--- src/rtl/fir_pkg.sv ---
// Shared definitions for the fir datapath and its upstream fir_feeder sequencer.
package fir_pkg;

  localparam int NTAPS_C  = 16;
  localparam int NGROUP_C = 4;

  typedef enum logic [2:0] {
    ST_IDLE = 3'd0,
    ST_WIND = 3'd1,
    ST_LOAD = 3'd2,
    ST_RUN  = 3'd3,
    ST_WAIT = 3'd4,
    ST_RESP = 3'd5
  } fir_feeder_state_t;

endpackage

--- src/rtl/fir_feeder.sv ---
// Serialises coefficient/sample streams onto fir's wind/load/in_valid interface
// and returns one result per sample. Optional WAIT watchdog: FIR_FEEDER_TIMEOUT_EN.
module fir_feeder
  import fir_pkg::*;
#(
  parameter int DW      = 16,
  parameter int NTAPS   = NTAPS_C,
  parameter int NGROUP  = NGROUP_C,
  parameter int TIMEOUT = 32
) (
  input  logic          clk,
  input  logic          rstb,
  input  logic          coef_valid,
  output logic          coef_ready,
  input  logic [DW-1:0] coef_data,
  input  logic          samp_valid,
  output logic          samp_ready,
  input  logic [DW-1:0] samp_data,
  output logic          res_valid,
  input  logic          res_ready,
  output logic [DW-1:0] res_data,
  output logic          fir_wind,
  output logic          fir_load,
  output logic [DW-1:0] fir_data,
  output logic          fir_in_valid,
  input  logic          fir_out_valid,
  input  logic [DW-1:0] fir_out,
  output logic          coefs_loaded,
  output logic          busy,
  output logic          err
);

  localparam int TW = $clog2(NTAPS + 1);
  localparam int GW = $clog2(NGROUP + 1);

  if (NTAPS < 2)   begin : g_bad_ntaps   $error("NTAPS must be >= 2");   end
  if (NGROUP < 1)  begin : g_bad_ngroup  $error("NGROUP must be >= 1");  end
  if (TIMEOUT < 1) begin : g_bad_timeout $error("TIMEOUT must be >= 1"); end

  fir_feeder_state_t state;
  logic [TW-1:0]     tap_cnt;
  logic [GW-1:0]     grp_cnt;
  logic [DW-1:0]     samp_q;
  logic [DW-1:0]     res_q;
  logic              loaded_q;
  logic              coef_acc;
  logic              samp_acc;

  // coef_ready is the only handshake that is high in IDLE, so it alone needs
  // masking to keep every output at 0 while reset is held.
  always_comb begin
    coef_ready   = !rstb && (state == ST_IDLE || state == ST_WIND);
    samp_ready   = (state == ST_IDLE) && loaded_q && !coef_valid;
    coef_acc     = coef_ready && coef_valid;
    samp_acc     = samp_ready && samp_valid;
    fir_wind     = coef_acc;
    fir_load     = (state == ST_LOAD);
    fir_in_valid = (state == ST_RUN);
    res_valid    = (state == ST_RESP);
    busy         = (state != ST_IDLE);
    fir_data     = '0;
    if (fir_wind)      fir_data = coef_data;
    else if (fir_load) fir_data = samp_q;
  end

  assign res_data     = res_q;
  assign coefs_loaded = loaded_q;

`ifdef FIR_FEEDER_TIMEOUT_EN
  localparam int WW = $clog2(TIMEOUT + 1);
  logic [WW-1:0] wait_cnt;
  logic          err_q;
  assign err = err_q;
`else
  assign err = 1'b0;
`endif

  always_ff @(negedge clk or posedge rstb) begin
    if (rstb) begin
      state    <= ST_IDLE;
      tap_cnt  <= '0;
      grp_cnt  <= '0;
      samp_q   <= '0;
      res_q    <= '0;
      loaded_q <= 1'b0;
`ifdef FIR_FEEDER_TIMEOUT_EN
      wait_cnt <= '0;
      err_q    <= 1'b0;
`endif
    end else begin
      case (state)
        ST_IDLE: begin
          if (coef_acc) begin
            tap_cnt <= TW'(1);
            state   <= ST_WIND;
          end else if (samp_acc) begin
            samp_q <= samp_data;
            state  <= ST_LOAD;
          end
        end
        ST_WIND: begin
          if (coef_acc) begin
            if (tap_cnt == TW'(NTAPS - 1)) begin
              tap_cnt  <= '0;
              loaded_q <= 1'b1;
              state    <= ST_IDLE;
            end else begin
              tap_cnt <= tap_cnt + TW'(1);
            end
          end
        end
        ST_LOAD: begin
          grp_cnt <= '0;
          state   <= ST_RUN;
        end
        ST_RUN: begin
          // fir_out_valid is deliberately not looked at until WAIT.
          if (grp_cnt == GW'(NGROUP - 1)) begin
            grp_cnt <= '0;
            state   <= ST_WAIT;
`ifdef FIR_FEEDER_TIMEOUT_EN
            wait_cnt <= '0;
`endif
          end else begin
            grp_cnt <= grp_cnt + GW'(1);
          end
        end
        ST_WAIT: begin
          if (fir_out_valid) begin
            res_q <= fir_out;
            state <= ST_RESP;
          end
`ifdef FIR_FEEDER_TIMEOUT_EN
          else if (wait_cnt == WW'(TIMEOUT - 1)) begin
            err_q    <= 1'b1;
            wait_cnt <= '0;
            state    <= ST_IDLE;
          end else begin
            wait_cnt <= wait_cnt + WW'(1);
          end
`endif
        end
        ST_RESP: begin
          if (res_ready) state <= ST_IDLE;
        end
        default: state <= ST_IDLE;
      endcase
    end
  end

endmodule

--- config.mk ---
export PLATFORM = sky130hd
export DESIGN_NAME = fir_feeder
export DESIGN_NICKNAME = d
export VERILOG_FILES = /design/src/rtl/fir_pkg.sv /design/src/rtl/fir_feeder.sv
export SDC_FILE = /design/constraint.sdc
export NUM_CORES = 1
export LEC_CHECK = 0
export CAP_MARGIN = 10
export CORE_MARGIN = 4
export CORE_UTILIZATION = 38
export DETAILED_ROUTE_END_ITERATION = 6
export PLACE_DENSITY = 0.77
export SETUP_SLACK_MARGIN = 0.4
export SLEW_MARGIN = 30
export SYNTH_ARGS = -nofsm -noshare
export SYNTH_HDL_FRONTEND = slang
export SYNTH_SLANG_ARGS = --single-unit
--- constraint.sdc ---
create_clock -name clk -period 1.7 [get_ports clk]
set_input_delay 0.17 -clock clk [delete_from_list [all_inputs] [get_ports clk]]
set_output_delay 0.17 -clock clk [all_outputs]
set_load 0.02 [all_outputs]
==> flow_summary.yaml, run 1 <==
logic_synthesis:
  yosys_register_bits: 44
  synth_edf_count: 0
  yosysSeqAreaShare: 0.5186
  yosys_warnings: 0
  synthesis.instances: 167
  syn_area_um2: 2123
  synth_ff_type: "dfrtn_1"
  synth_nets: 223
  syn_avg_cell_area_um2: 12.71
  synth_cell_types: 42
  async_reset_ff_frac: 1.000
global_route:
  grt_antenna_before_repair: 0
  grt_start_max_net_pins: 19
  grt.total_usage: 0.1982
  gr-total-overflow: 0
  grt_first_pass_wirelength_mm: 10.07
  grt_pass1_vias: 2087
finish:
  num_antenna_cells: 0
  most-common-layout-cells: "buf_6 (60), clkdlybuf4s50_1 (48), dfrtn_1 (44), buf_4 (39), mux2_4 (32)"
  nFillCells: 287
  final_util: 0.8127
  drive_gt1_frac: 0.5908
  finalInstanceArea_um2: 4283
  nets: 380
  syn_to_final_growth_pct: 101.7
  final_common_cell: "buf_6"
setup_path:
  worst_ep_required_time_ns: 1.53
  worstSetupPathType: "reg -> out"
  critPathBufInv: 2
  worstPathCellList: "or4b_4, clkinv_4, a22o_4, buf_6"
  cpMaxStageDelayCell: "or4b_4"
  worst_ep_arrival_time_ns: 2.51
  start_kind: "register"
  cp_max_fo: 5
  cp_top_family: "simple AND/OR/NAND/NOR gates"
  cp_slowest_stage_delay_ns: 0.64
  end_kind: "output pin"
route:
  post-route-drc-count: 0
  totalWireLength_mm: 7.354
  vias_per_cell: 5.038
  num_vias: 1990
  wl_per_cell_um: 18.62
  antenna_left: 0
  drtIter0Drc: 67
  dr.pass1.iters: 4
floorplanning:
  die_y_um: 82.75
  die_area_um2: 6848
  initial_core_util: 0.4029
  core-area_um2: 5270
  ios: 95
  rows: 26
  die_x_um: 82.75
worst_hold_path:
  hold_class: "reg -> reg"
power:
  irDropWorstVdd_v: 0.0006209
  p_leak_nw: 2.069
  clkPwrFrac: 0.164
  p_int_mw: 2.719
  power_density_nw_per_um2: 959.7
  combPwrFrac: 0.474
  power.switching_mw: 1.391
  p_sw_frac: 0.3384
  total_power_mw: 4.110
  seqPwrFrac: 0.362
placed_design:
  dpl_cell_area_um2: 3595
  pre_cts_ws_ns: -1.183
  portBuffers: 93
  dp_hpwl_mm: 4.124
  gp_congestion: 0.7547
timing:
  hold_violations: 0
  drv_slew: 0
  skew_ns: 0.007407
  finalSetupViolations: 72
  setup_ws_ns: -0.9824
  rsz0062_at_grt: "yes"
clock_tree:
  cts.clk_slew.worst_paths_ns: 0.06
  clock-sinks: 44
  cts_tree: "done"
  h-tree-depth: 2
  clockBufferDepth: 2
  cts_root_buffer: "clkbuf_8"
  clk-insertion-delay-late_ns: 0.30
  numCtsBuffers: 5
  hold_buffers: 0
status:
  status: "finished, violations left"
  violations: "negative setup slack"
flow_run:
  drv_cap: 0
==> cell type report <==
| cell class | count | area [um^2] | share of cell area |
|---|---|---|---|
| Timing Repair inverter | 2 | 25.02 | 0.005843 |
| Sequential cell | 44 | 1101 | 0.2571 |
| Clock buffer | 6 | 82.58 | 0.01928 |
| Inverter | 7 | 42.54 | 0.009933 |
| Timing Repair Buffer | 160 | 1698 | 0.3964 |
| Multi-Input combinational cell | 104 | 1236 | 0.2886 |
| Tap cell | 70 | 87.58 | 0.02045 |
| Clock inverter | 2 | 10.01 | 0.002337 |
==> cell families after synthesis <==
family | Yosys count | synth area share
AOI/OAI and AO/OA | 32 | 0.1131
adders and majority gates | 2 | 0.01178
buffers and inverters | 19 | 0.06423
DFF | 44 | 0.5186
muxes | 33 | 0.1744
other | 1 | 0.001766
and+or+nand+nor | 36 | 0.1161
==> layer usage <==
metal / wire length (um) / up-vias / global-route usage
met5: 0 / - / 0
met4: 98 / 0 / 0.04412
met3: 417 / 8 / 0.04555
met2: 3915 / 69 / 0.3486
met1: 2922 / 989 / 0.2469
li1: - / 924 / -
==> flip-flops by register name (all words and copies together) (netlist names) <==
register,flops
coefs_loaded,1
grp_cnt,3
res_data,16
samp_q,16
state,3
tap_cnt,5
==> Yosys cell counts, types with 2 or more instances <==
library cell | count | area (um^2)
dfrtn_1 | 44 | 1101
mux2_2 | 32 | 360.4
a22o_1 | 16 | 140.1
inv_1 | 6 | 22.52
o21ai_0 | 6 | 30.03
a21oi_1 | 4 | 20.02
buf_2 | 4 | 20.02
nand2_1 | 4 | 15.01
nand3_1 | 4 | 20.02
nor2_1 | 4 | 15.01
buf_12 | 2 | 40.04
buf_4 | 2 | 15.01
buf_6 | 2 | 22.52
clkbuf_1 | 2 | 7.510
ha_1 | 2 | 25.02
nand2b_1 | 2 | 12.51
nand3b_1 | 2 | 15.01
nor3_1 | 2 | 10.01
nor3b_1 | 2 | 15.01
o21a_1 | 2 | 15.01
or3_1 | 2 | 12.51
==> worst register-to-register path, delay by kind of cell (launching register included) <==
| kind | cells | cell delay [ns] |
|---|---|---|
| buffers and inverters | 8 | 0.75 |
| and+or+nand+nor | 1 | 0.64 |
| AOI/OAI and AO/OA | 2 | 0.15 |
| DFF | 1 | 0.35 |
==> stage by stage <==
stage               hold slack, ns  instances  TNS (ns)
global route                0.4856        395    -37.93
finish                      0.4430        395    -34.63
detailed placement          0.4471        343    -64.68
CTS                         0.4465        373    -31.88
global placement            0.4345        343    -63.39
floorplan                   0.3762        167    -26.10
==> worst paths after layout <==
| path | slack, ns | depth (start not counted) | startpoint | to |
|---|---|---|---|---|
| max in group asynchronous | 0.72 | 4 | rstb | samp_q[7] |
| min | 0.44 | 2 | grp_cnt[1] | grp_cnt[1] |
| max | -0.98 | 4 | state[2] | fir_data[5] |
| min reg2reg | 0.44 | 2 | grp_cnt[1] | grp_cnt[1] |
| min in group asynchronous | 0.80 | 4 | rstb | tap_cnt[3] |
| max reg2reg | -0.35 | 11 | state[2] | state[1] |
==> power by group through the flow <==
stage	Clock, mW	Sequential, mW	Combinational [mW]
floorplan	0	1.48	0.908
global placement	0	1.47	1.47
detailed placement	0	1.47	1.51
CTS	0.697	1.47	1.75
global route	0.738	1.51	2.08
finish	0.675	1.49	1.95
==> timing repair <==
item,4_1_cts,5_1_grt
buffers inserted,17,22
pin swaps,8,8
gates cloned,5,0
gates resized for setup,282,22
hold endpoints to repair,0,0
setup endpoints to repair,116,82
No activity file was read; power rests on OpenSTA's default activity.
==> inputs of run 2 (changes only) <==
--- a/config.mk
+++ b/config.mk
@@ -8,6 +8,7 @@
 export CAP_MARGIN = 10
 export CORE_MARGIN = 4
 export CORE_UTILIZATION = 38
+export CTS_CLUSTER_SIZE = 16
 export DETAILED_ROUTE_END_ITERATION = 6
 export PLACE_DENSITY = 0.77
 export SETUP_SLACK_MARGIN = 0.4
==> results of run 2 <==
No change in the layout: final DEF, timing and power equal those of run 1.
==> inputs of run 3 (changes only) <==
==> constraint.sdc (replaced) <==
create_clock -name clk -period 2.4 [get_ports clk]
set_input_delay 0.24 -clock clk [delete_from_list [all_inputs] [get_ports clk]]
set_output_delay 0.24 -clock clk [all_outputs]
set_load 0.02 [all_outputs]
==> run 3 against run 2 <==
  * The flow still finishes with violations (negative setup slack)
  * Non-clock buffer count is 5 higher
  * Setup slack better by 0.19 ns
  * Count of clock-buffer cells in the layout did not move
  * Routed wire length rose by 8.1%
  * Register-to-register slack improved by 0.66 ns
  * Die area stayed put
  * Combinational power fell by 29%
  * Critical endpoint is now fir_data[13]
==> flow_summary.yaml, run 3 (synthesized netlist as in run 1, its figures left out) <==
global_route:
  grt.total_usage: 0.2136
  grt_antenna_before_repair: 0
  grt_first_pass_wirelength_mm: 10.76
  grt_pass1_vias: 2169
  grt_start_max_net_pins: 29
  gr-total-overflow: 0
timing:
  hold_violations: 0
  rsz0062_at_grt: "yes"
  drv_slew: 0
  max-slew-margin-rel: 0.3808
  setup_ws_ns: -0.7929
  skew_ns: 0.003654
  worst_pin_slew_ns: 0.9268
  finalSetupViolations: 47
setup_path:
  r2r_cells: 9
  worstSetupPathType: "reg -> out"
  r2r-end: "samp_q[1]"
  worst_ep_required_time_ns: 2.16
  cp_slowest_stage_delay_ns: 0.61
  cp_max_fo: 5
  start_kind: "register"
  end_kind: "output pin"
  regToRegStartpoint: "state[2]"
  cpMaxStageDelayCell: "or4b_4"
  worst_ep_arrival_time_ns: 2.95
  cp_common_cell: "buf_6"
  worstPathCellList: "or4b_4, buf_6, clkinv_8, a22o_4, buf_6"
  reg2reg_slack_ns: 0.31
clock_tree:
  clockBufferDepth: 2
  h-tree-depth: 2
  cts_tree: "done"
  clock-sinks: 44
  numCtsBuffers: 5
  cts_root_buffer: "clkbuf_8"
  cts.clk_slew.worst_paths_ns: 0.06
  clk-insertion-delay-late_ns: 0.30
floorplanning:
  die_x_um: 82.75
  die_y_um: 82.75
  die_area_um2: 6848
  initial_core_util: 0.4029
  core-area_um2: 5270
  ios: 95
  rows: 26
power:
  p_leak_nw: 2.087
  irDropWorstVdd_v: 0.0004089
  power_density_nw_per_um2: 697.3
  total_power_mw: 3.006
finish:
  drive_gt1_frac: 0.5848
  most-common-layout-cells: "buf_6 (60), clkdlybuf4s50_1 (48), dfrtn_1 (44), buf_4 (44), mux2_4 (32)"
  num_antenna_cells: 0
  nFillCells: 265
  finalInstanceArea_um2: 4312
  final_common_cell: "buf_6"
  nets: 385
  syn_to_final_growth_pct: 103.1
placed_design:
  gp_congestion: 0.7819
  dpl_cell_area_um2: 3592
  portBuffers: 93
  dp_hpwl_mm: 4.153
route:
  totalWireLength_mm: 7.951
  wl_per_cell_um: 19.88
  dr.pass1.iters: 4
  vias_per_cell: 5.180
  num_vias: 2072
  post-route-drc-count: 0
  antenna_left: 0
  drtIter0Drc: 153
worst_hold_path:
  hold_start: "grp_cnt[2]"
  min_to: "grp_cnt[2]"
  holdPathStages: 1
  hold_class: "reg -> reg"
status:
  status: "finished, violations left"
  violations: "negative setup slack"
flow_run:
  drv_cap: 0
## run 3: worst max-delay path by stage
stage | from | to | slack, ns
floorplan | state[2] | fir_data[0] | -0.46
global placement | state[1] | fir_wind | -0.86
global route | state[2] | fir_data[15] | -0.83
detailed placement | state[1] | fir_data[15] | -0.88
CTS | state[2] | fir_data[15] | -0.75
finish | state[2] | fir_data[13] | -0.79
## run 3: worst max-delay path: cells and delay by family (launching register included)
kind	cells	cell delay, ns
AND/OR/NAND/NOR	1	0.61
flip-flops	1	0.37
AO/OA/AOI/OAI	1	0.12
buffers and inverters	3	0.34
## run 3: power by group
part / switching (mW) / internal [mW]
clock: 0.260 / 0.309
sequential: 0.150 / 0.910
combinational: 0.605 / 0.772
## run 3: timing repair
item                       CTS  global route
pin swaps                   10             7
gates resized for setup    288            14
hold buffers                 0             0
gates cloned                 4             0
buffers inserted            27            14
setup endpoints to repair   80            81
## run 3: final cells by class
type                       instances  area (um^2)  share of cell area
timing repair inverter             2        32.53            0.007545
tap                               70        87.58             0.02031
timing repair buffer             165         1728              0.4008
sequential                        44         1101              0.2554
clock inverter                     2        35.03            0.008125
clock buffer                       6        72.57             0.01683
multi-input combinational        104         1212              0.2812
inverter                           7        42.54            0.009867
## run 3: per-layer routing
layer | share of wire | vias up | GRT usage | wire length (um)
met1 | 0.36 | 1011 | 0.2353 | 2877
met2 | 0.54 | 108 | 0.3878 | 4286
met4 | 0.027 | 0 | 0.07843 | 211
met3 | 0.072 | 21 | 0.06074 | 575
li1 | - | 932 | - | -
met5 | 0 | - | 0 | 0
## run 3: per-stage QoR
stage          setup WS (ns)  std cells  hold WS (ns)  TNS, ns    util
2_1_floorplan        -0.4560        167        0.4135   -10.15       -
3_3_place_gp         -0.8580        347        0.4339   -41.82  0.6816
3_5_place_dp         -0.8798        347        0.4563   -42.62  0.6816
4_1_cts              -0.7519        386        0.4626   -17.62  0.7851
5_1_grt              -0.8290        400        0.4781   -22.16  0.8181
6_report             -0.7929        400        0.4578   -20.50  0.8181
==> patch: new RTL, config.mk and constraints of run 2 <==
Compare `tap_cnt` against `TW'(NTAPS - 1)` with >= in place of ==.
--- a/src/rtl/fir_feeder.sv
+++ b/src/rtl/fir_feeder.sv
@@ -101,5 +101,5 @@
         ST_WIND: begin
           if (coef_acc) begin
-            if (tap_cnt == TW'(NTAPS - 1)) begin
+            if (tap_cnt >= TW'(NTAPS - 1)) begin
               tap_cnt  <= '0;
               loaded_q <= 1'b1;
Behaviour: no difference found for any inputs over 10 cycles, from zero or initial values and one cycle with rstb high; that may be too few to reach the edited logic, so the function may still have changed.
==> patch against run 2 <==
The run still ends with negative setup slack left; non-clock buffer count rose by 5; synthesized area decreased by 0.41%; power grew 52%; final area up 3.0%; critical path depth unchanged; core utilization grew 3.0 points; via count grew 2.8%; worst setup slack gained 0.037 ns; sequential cell count unchanged; first-iteration DRC count increased by 31%; routed wire length is 3.2% higher; global-route usage grew 1.6 points; register-to-register slack worse by 0.22 ns; combinational power up 98%; critical path type unchanged; critical endpoint is now samp_ready; highest routed layer unchanged.
==> patch: results (changes against run 2) <==
| Metric | Value |
|---|---|
| Met3 WL | 673 um (+61%) |
| Cell Area, Placed | 3480 um2 (-3.2%) |
| Top cells by area, synth | dfrtn_1, mux2_2, mux2_4 |
| CP max stage delay | 0.43 ns (-0.21 ns) |
| Synth Instances | 168 (+0.60%) |
| Hold depth | 1 (-1) |
| Wire length on met1 | 2.90 mm (-0.62%) |
| Multiplexer share of the synthesized area | 0.188 (+0.0137) |
| Synth cell count leaders | dfrtn_1, mux2_2, a22o_1, mux2_4, nand2_1 |
| Reg2Reg Capture Point | state[2] |
| Worst Skew | 0.0127 ns (+0.00534 ns) |
| Switching portion of total power | 0.361 (+0.0225) |
| Layout cells sized above 1 | 0.590 (-0.00110) |
| First-pass GRT wire length | 10.7 mm (+6.4%) |
| Initial drt markers | 88 (+31%) |
| Reg2Reg Depth | 17 (+6) |
| Synth Area in Compound Gates | 0.130 (+0.0170) |
| WP data arrival | 2.48 ns (-0.03 ns) |
| Post-Synth Adder-Cell Area | 0.0178 (+0.00597) |
| Post-synthesis net count | 225 (+0.90%) |
| WHS | 0.454 ns (+0.0111 ns) |
| Status | finished, violations left |
| Setup-failing EPs final | 81 (+13%) |
| Met2 WL | 3.89 mm (-0.69%) |
| Worst vdd ir | 0.000890 V (+43%) |
| Overall Global Routing Usage | 0.214 (+0.0160) |
| Slowest cell on the critical path | dfrtn_1 |
| Failing checks | negative setup slack |
| Hold Path End | grp_cnt[0] |
| Cell total after placement | 342 (-0.29%) |
| Setup_tns | -40.07 ns (-5.44 ns) |
| M3 GR Usage | 0.0803 (+0.0347) |
| Post-DP HPWL | 4.13 mm (+0.17%) |
| Via count | 2045 (+2.8%) |
| Place WS | -1.00 ns (+0.181 ns) |
| Netlist cell types | 36 (-14%) |
| GPL Wtd Cong | 0.842 (+12%) |
| Reg2reg start | state[1] |
| Final Non-Filler Cells | 399 (+1.0%) |
| LEAKAGE | 2.08 nW (+0.76%) |
| Final setup margin | -0.946 ns (+0.0367 ns) |
| CP Max Fanout | 4 (-1) |
| Met1 global-route usage | 0.253 (+0.00618) |
==> patch: cell types whose count changed after synthesis, moves of 3 or more <==
cell / run 2 / this run
mux2_4: 0 / 10
mux2_2: 32 / 22
nand3_1: 4 / 1
and2_1: 0 / 3
nand2_1: 4 / 10
==> patch: power groups by stage <==
stage / logic, mW / clock network, mW / registers, mW
3_5_place_dp: 2.62 / 0 / 1.69
6_report: 3.87 / 0.640 / 1.72
2_1_floorplan: 1.51 / 0 / 1.73
5_1_grt: 4.06 / 0.698 / 1.76
4_1_cts: 3.38 / 0.649 / 1.69
3_3_place_gp: 2.58 / 0 / 1.69
==> patch: timing repair <==
action                                  CTS  global route
cloned                                    5             0
pin swaps                                26            12
endpoints found under the setup margin  108            83
gates resized for setup                 305            40
setup buffers                            29            16
==> patch: how the worst max path moves through the flow <==
stage / startpoint / to / slack (ns)
after detailed placement: coef_valid / tap_cnt[2] / -1.00
after CTS: state[2] / samp_ready / -0.93
after global placement: coef_valid / tap_cnt[2] / -0.98
final: state[2] / samp_ready / -0.95
after global routing: state[2] / samp_ready / -0.99
after floorplan: state[1] / fir_data[10] / -0.51
==> patch: worst reg2reg max path, cell delays in order, from the launching register on <==
cell     delay, ns
dfrtn_1       0.49
buf_6         0.13
buf_6         0.09
nor2b_4       0.14
nand2_2       0.08
buf_6         0.12
buf_6         0.10
buf_6         0.10
buf_6         0.10
buf_6         0.10
buf_6         0.11
buf_6         0.10
buf_6         0.10
buf_6         0.10
buf_6         0.10
buf_6         0.10
buf_6         0.11
o32ai_4       0.10
==> patch: final cells by class <==
type	count	area (um2)
well taps	70	87.6
clock buffers	5	68.8
inverters	6	26.3
repair buffers	165	1860
flip-flops and latches	44	1100
fillers	262	825
clock inverters	2	12.5
multi-input cells	107	1250
